--- config.mk ---
export PLATFORM = sky130hd
export DESIGN_NAME = regfile_write_arbiter_flat
export DESIGN_NICKNAME = d
export VERILOG_FILES = /design/src/rtl/regfile_pkg.sv /design/src/rtl/regfile_write_arbiter_if.sv /design/src/rtl/regfile_write_arbiter_rr_arbiter.sv /design/src/rtl/regfile_write_arbiter.sv /design/src/flat_wrapper.sv
export SDC_FILE = /design/constraint.sdc
export NUM_CORES = 1
export LEC_CHECK = 0
export BUFFER_PORTS_ARGS = -buffer_cell sky130_fd_sc_hd__buf_2
export CAP_MARGIN = 40
export CORE_ASPECT_RATIO = 1.1
export CORE_MARGIN = 8
export CORE_UTILIZATION = 25
export DETAILED_ROUTE_END_ITERATION = 8
export GPL_ROUTABILITY_DRIVEN = 0
export HOLD_SLACK_MARGIN = 0.1
export PLACE_DENSITY = 0.56
export SLEW_MARGIN = 25
export SYNTH_ARGS = -nofsm -noshare
export SYNTH_HDL_FRONTEND = slang
export SYNTH_SLANG_ARGS = --single-unit
--- constraint.sdc ---
create_clock -name clk -period 2.15 [get_ports clk]
set_clock_uncertainty 0.2 [all_clocks]
set_input_delay 0.215 -clock clk [delete_from_list [all_inputs] [get_ports clk]]
set_output_delay 0.215 -clock clk [all_outputs]
set_load 0.01 [all_outputs]
--- src/rtl/regfile_pkg.sv ---
// Shared widths and the write-request record for the register-file write arbiter.
// Pure declarations: no latency and no flow control.
package regfile_pkg;
    localparam int ADDR_W   = 5;
    localparam int DATA_W   = 32;
    localparam int NUM_REGS = 32;

    typedef struct packed {
        logic              valid;
        logic [ADDR_W-1:0] rd;
        logic [DATA_W-1:0] data;
    } wr_req_t;
endpackage

--- src/rtl/regfile_write_arbiter_if.sv ---
// Write-back requester bundle: requesters drive valid/rd/data and receive ready.
// Ready is combinational in the same cycle; the requester holds its write until ready.
interface regfile_write_arbiter_if
    import regfile_pkg::*;
#(
    parameter int NUM_REQ = 2,
    parameter int AW      = ADDR_W,
    parameter int DW      = DATA_W
);
    logic [NUM_REQ-1:0]    req_valid;
    logic [NUM_REQ-1:0]    req_ready;
    logic [NUM_REQ*AW-1:0] req_rd;
    logic [NUM_REQ*DW-1:0] req_data;

    modport master (output req_valid, output req_rd, output req_data, input req_ready);
    modport slave  (input req_valid, input req_rd, input req_data, output req_ready);
endinterface

--- src/rtl/regfile_write_arbiter_rr_arbiter.sv ---
// Round-robin grant generator: combinational one-hot grant, pointer updates on accept.
// The sink never stalls, so accept is simply "any request valid".
module rr_arbiter #(
    parameter int N = 2
) (
    input  logic         clk,
    input  logic         reset,
    input  logic [N-1:0] req,
    output logic [N-1:0] gnt,
    output logic         accept
);
    localparam int PTR_W = (N > 1) ? $clog2(N) : 1;

    logic [PTR_W-1:0] ptr_q, ptr_d;
    logic [PTR_W:0]   sum;
    logic [PTR_W-1:0] idx;
    logic             found;

    // Search starts one past the last accepted index and wraps around.
    always_comb begin
        gnt   = '0;
        ptr_d = ptr_q;
        found = 1'b0;
        sum   = '0;
        idx   = '0;
        for (int k = 1; k <= N; k++) begin
            sum = {1'b0, ptr_q} + (PTR_W+1)'(k);
            if (sum >= (PTR_W+1)'(N)) begin
                sum = sum - (PTR_W+1)'(N);
            end
            idx = sum[PTR_W-1:0];
            if (!found && req[idx]) begin
                found    = 1'b1;
                gnt[idx] = 1'b1;
                ptr_d    = idx;
            end
        end
        accept = found;
    end

    // Resetting to the last index gives requester 0 first priority.
    always_ff @(posedge clk or negedge reset) begin
        if (!reset) begin
            ptr_q <= PTR_W'(N-1);
        end else begin
            ptr_q <= ptr_d;
        end
    end
endmodule

--- src/rtl/regfile_write_arbiter.sv ---
// Grants one write-back source per cycle and registers it toward the register file (1-cycle latency).
// No backpressure from the register file; losers simply keep valid asserted. Tracks per-register busy bits.
module regfile_write_arbiter #(
    parameter int NUM_REQ = 2,
    parameter int ADDR_W  = regfile_pkg::ADDR_W,
    parameter int DATA_W  = regfile_pkg::DATA_W
) (
    input  logic                   clk,
    input  logic                   reset,
    regfile_write_arbiter_if.slave req_if,
    input  logic                   rsv_valid,
    input  logic [ADDR_W-1:0]      rsv_rd,
    output logic [ADDR_W-1:0]      rd,
    output logic [DATA_W-1:0]      writeData,
    output logic                   RegWEn,
    output logic [2**ADDR_W-1:0]   busy
);
    import regfile_pkg::*;

    localparam int NREG = 2**ADDR_W;

    logic [NUM_REQ-1:0] gnt;
    logic               accept;
    wr_req_t            win;

    logic [ADDR_W-1:0]  rd_q, rd_d;
    logic [DATA_W-1:0]  wdata_q, wdata_d;
    logic               we_q, we_d;
    logic [NREG-1:0]    busy_q, busy_d;

    rr_arbiter #(.N(NUM_REQ)) u_rr (
        .clk    (clk),
        .reset  (reset),
        .req    (req_if.req_valid),
        .gnt    (gnt),
        .accept (accept)
    );

    assign req_if.req_ready = gnt;

    always_comb begin
        win = '0;
        for (int i = 0; i < NUM_REQ; i++) begin
            if (gnt[i]) begin
                win.valid = 1'b1;
                win.rd    = req_if.req_rd[i*ADDR_W +: ADDR_W];
                win.data  = req_if.req_data[i*DATA_W +: DATA_W];
            end
        end
    end

    // x0 writes still consume the grant but never strobe the register file.
    always_comb begin
        rd_d    = rd_q;
        wdata_d = wdata_q;
        we_d    = 1'b0;
        if (accept) begin
            rd_d    = win.rd;
            wdata_d = win.data;
            we_d    = (win.rd != '0);
        end
    end

    // Clear on commit first so a same-cycle reservation of that register wins.
    always_comb begin
        busy_d = busy_q;
        if (we_q) begin
            busy_d[rd_q] = 1'b0;
        end
        if (rsv_valid && (rsv_rd != '0)) begin
            busy_d[rsv_rd] = 1'b1;
        end
        busy_d[0] = 1'b0;
    end

    always_ff @(posedge clk or negedge reset) begin
        if (!reset) begin
            rd_q    <= '0;
            wdata_q <= '0;
            we_q    <= 1'b0;
            busy_q  <= '0;
        end else begin
            rd_q    <= rd_d;
            wdata_q <= wdata_d;
            we_q    <= we_d;
            busy_q  <= busy_d;
        end
    end

    assign rd        = rd_q;
    assign writeData = wdata_q;
    assign RegWEn    = we_q;
    assign busy      = busy_q;
endmodule

--- src/flat_wrapper.sv ---
// flat-port wrapper written by rule: the top's interface ports become plain ports
module regfile_write_arbiter_flat import regfile_pkg::*;
#(
    parameter int NUM_REQ = 2,
    parameter int ADDR_W  = regfile_pkg::ADDR_W,
    parameter int DATA_W  = regfile_pkg::DATA_W
)
  (clk, reset, rsv_valid, rsv_rd, rd, writeData, RegWEn, busy, req_if_req_valid, req_if_req_rd, req_if_req_data, req_if_req_ready);
  regfile_write_arbiter_if #(.NUM_REQ(NUM_REQ), .AW(5), .DW(32)) req_if_i ();
  input  logic clk;
  input  logic reset;
  input  logic rsv_valid;
  input  logic [ADDR_W-1:0] rsv_rd;
  output logic [ADDR_W-1:0] rd;
  output logic [DATA_W-1:0] writeData;
  output logic RegWEn;
  output logic [2**ADDR_W-1:0] busy;
  input wire logic [$bits(req_if_i.req_valid)-1:0] req_if_req_valid;
  input wire logic [$bits(req_if_i.req_rd)-1:0] req_if_req_rd;
  input wire logic [$bits(req_if_i.req_data)-1:0] req_if_req_data;
  output wire logic [$bits(req_if_i.req_ready)-1:0] req_if_req_ready;
  assign req_if_i.req_valid = req_if_req_valid;
  assign req_if_i.req_rd = req_if_req_rd;
  assign req_if_i.req_data = req_if_req_data;
  assign req_if_req_ready = req_if_i.req_ready;
  regfile_write_arbiter #(.NUM_REQ(NUM_REQ), .ADDR_W(ADDR_W), .DATA_W(DATA_W)) u_core (.clk(clk), .reset(reset), .req_if(req_if_i), .rsv_valid(rsv_valid), .rsv_rd(rsv_rd), .rd(rd), .writeData(writeData), .RegWEn(RegWEn), .busy(busy));
endmodule
==> metrics.txt <==
status finished, final reports clean; Final #Nets 647; syn nets 418; Syn Inst Count 334; GRT overflow 0; Sinks on Clock Net 70; largest net degree at the start of global routing 37; Psw 1574 uW; worst skew pair latency 0.32 ns; WS Path Type input pin to register; IR drop worst, VDD 0.3641 mV; Antenna Nets Post-Route 0; post-layout min period 2.092 ns; Final Cycle Share 97.32%; total track usage 13.81%; area leader, netlist dfrtp_1; die area 18200 um^2; CTS buffer count 9; Hold Path Stages 3; worst min path class input pin to register; first-pass GRT wire length 20140 um; Hold Violations, Final 0; hold path startpoint rsv_rd[0]; Pwr Density 900.0 nW/um^2; leak pwr 0.002466 uW; CTS H-tree depth 3; CP Capture Type register; Initial Util 25.61%; TritonCTS clock tree built; Worst Path Required 2.14 ns; ys async rst share 100.0%; Main synth FF type dfrtp_1; Yosys reg bits 70; Comb pwr share 29.5%; number of remaining DRC errors 0; Gates resized, CTS repair 0; Finished Core Util 40.74%; share of layout cells above drive strength 1 38.03%; DRT iter0 DRCs 251; Synth top area share 48.87%; r2r startpoint u_core.u_rr.ptr_q; Core Rows 45; initial antenna violation count 0; number of distinct library cells after synthesis 29; Switching Fraction 31.11%; sequential share of the synthesized area 49.61%; Die H 140.7 um; clock share of power 32.5%; DIE WIDTH 129.4 um; maximum root-to-sink buffer count 2; area grow syn2layout 59.07%; RR Endpoint u_core.RegWEn; vias 3574; Syn Area/Cell 10.58 um^2; io pins 156; router iterations before antenna repair 4; final setup violation count 0; Post-synth EDFFs 0; setup tns final 0 ns; n_diodes 0; Worst-path clk slew 0.06 ns; port bufs 154; max_cap viols 0; most frequent cells in the layout 153 x buf_2, 79 x dlygate4sd3_1, 69 x dfrtp_1; critical path arrival 2.08 ns; most common cell after layout, fill and taps aside buf_2; Synth Cell Area 3533 um^2; share of power burned in registers 37.9%; Hold Path Sink u_core.busy[4]; Max Slew Vio Count 0; post-DR wirelength/cell 16.46 um; leading post-synthesis cells by cell area dfrtp_1 49%, o221a_1 8.6%, o21ai_0 8.2%; pre-CTS setup slack 0.4451 ns; RSZ-0062 raised after global routing false; R2R depth 5; Core Area 13790 um^2; worst reg2reg setup slack 0.13 ns; root buffer cell clkbuf_16; worst setup margin 0.05762 ns; Final HPWL DP 8349 um; Max Fanout on Critical Path 3; total routed wirelength 12440 um; startpoint types input pin; Syn. warnings 0; FMAX 477.9 MHz; Cell Int Power 3485 uW; via-per-instance ratio 4.728; number of global-route vias before repair 3900
metal layers:
layer	up-vias	wire length [um]	GRT usage, %
met3	17	1030	4.376
met2	132	5805	22.34
met1	1733	5434	16.49
met4	0	172	5.697
li1	1692	-	-
met5	-	0	0
synth_stat cells, types with 4 or more instances:
library cell,count
a32oi_1,4
dfrtp_1,69
or2_2,26
nand2_1,8
o221a_2,7
o21ai_1,5
nand3b_1,10
a21o_1,32
nand2b_1,33
nand3_1,4
clkbuf_1,12
or3b_2,4
or2_1,8
o21ai_0,58
o221a_1,27
what timing repair did:
| action | 4_1_cts | 5_1_grt |
|---|---|---|
| hold endpoints to repair | 117 | 0 |
| buffers inserted | 0 | 0 |
| hold buffers | 79 | 0 |
registers in the layout, summed over array words and instances, names as in the netlist:
name               cells
u_core.RegWEn          1
u_core.busy           31
u_core.rd              5
u_core.u_rr.ptr_q      1
u_core.writeData      32
area by class of cell:
class	instances	area (um^2)
clock buffers	11	252.7
clock inverters	5	81.33
fillers	1319	8174
inverters	2	7.507
multi-input cells	241	1657
flip-flops and latches	70	1753
well taps	188	235.2
repair buffers	239	1634
per-stage QoR:
stage | total power (uW) | hold slack, ns | cell area, um^2 | std cells
2_1_floorplan | 2620 | -0.2806 | 3533 | 334
3_3_place_gp | 3290 | 0.01786 | 4496 | 661
3_5_place_dp | 3327 | 0.01714 | 4496 | 661
4_1_cts | 5118 | 0.1173 | 5620 | 756
5_1_grt | 5374 | 0.1356 | 5620 | 756
6_report | 5058 | 0.1302 | 5620 | 756
cells by family (layout without fill, tap and decap cells):
logic type | Yosys count | in the layout | share of synthesized area [%]
simple gates | 104 | 104 | 18.41
compound gates | 136 | 136 | 28.36
other cells | 1 | 1 | 0.1061
buf+inv | 23 | 257 | 3.505
flops | 70 | 70 | 49.61
worst max path at each step:
stage,startpoint,to,slack (ns),depth (start not counted)
floorplan,u_core.u_rr.ptr_q,u_core.rd[0],0.52,6
global placement,req_if_req_valid[0],u_core.writeData[29],0.46,3
detailed placement,u_core.u_rr.ptr_q,u_core.writeData[1],0.45,3
CTS,req_if_req_rd[8],u_core.RegWEn,0.10,6
global route,req_if_req_rd[8],u_core.RegWEn,0.005,6
finish,req_if_req_rd[8],u_core.RegWEn,0.06,6
critical path, stage by stage:
cell and delay, ns:
dlygate4sd3_1 0.57, buf_2 0.15, or2_2 0.28, dlygate4sd3_1 0.56, a32oi_1 0.19, nand4_1 0.12
power groups by stage:
stage | clock network (uW) | logic (uW) | registers [uW]
CTS | 1690 | 1510 | 1920
detailed placement | 0 | 1390 | 1940
global placement | 0 | 1360 | 1930
global route | 1750 | 1650 | 1970
finish | 1640 | 1490 | 1920
floorplan | 0 | 536 | 2080
No activity file was read; power rests on OpenSTA's default activity.
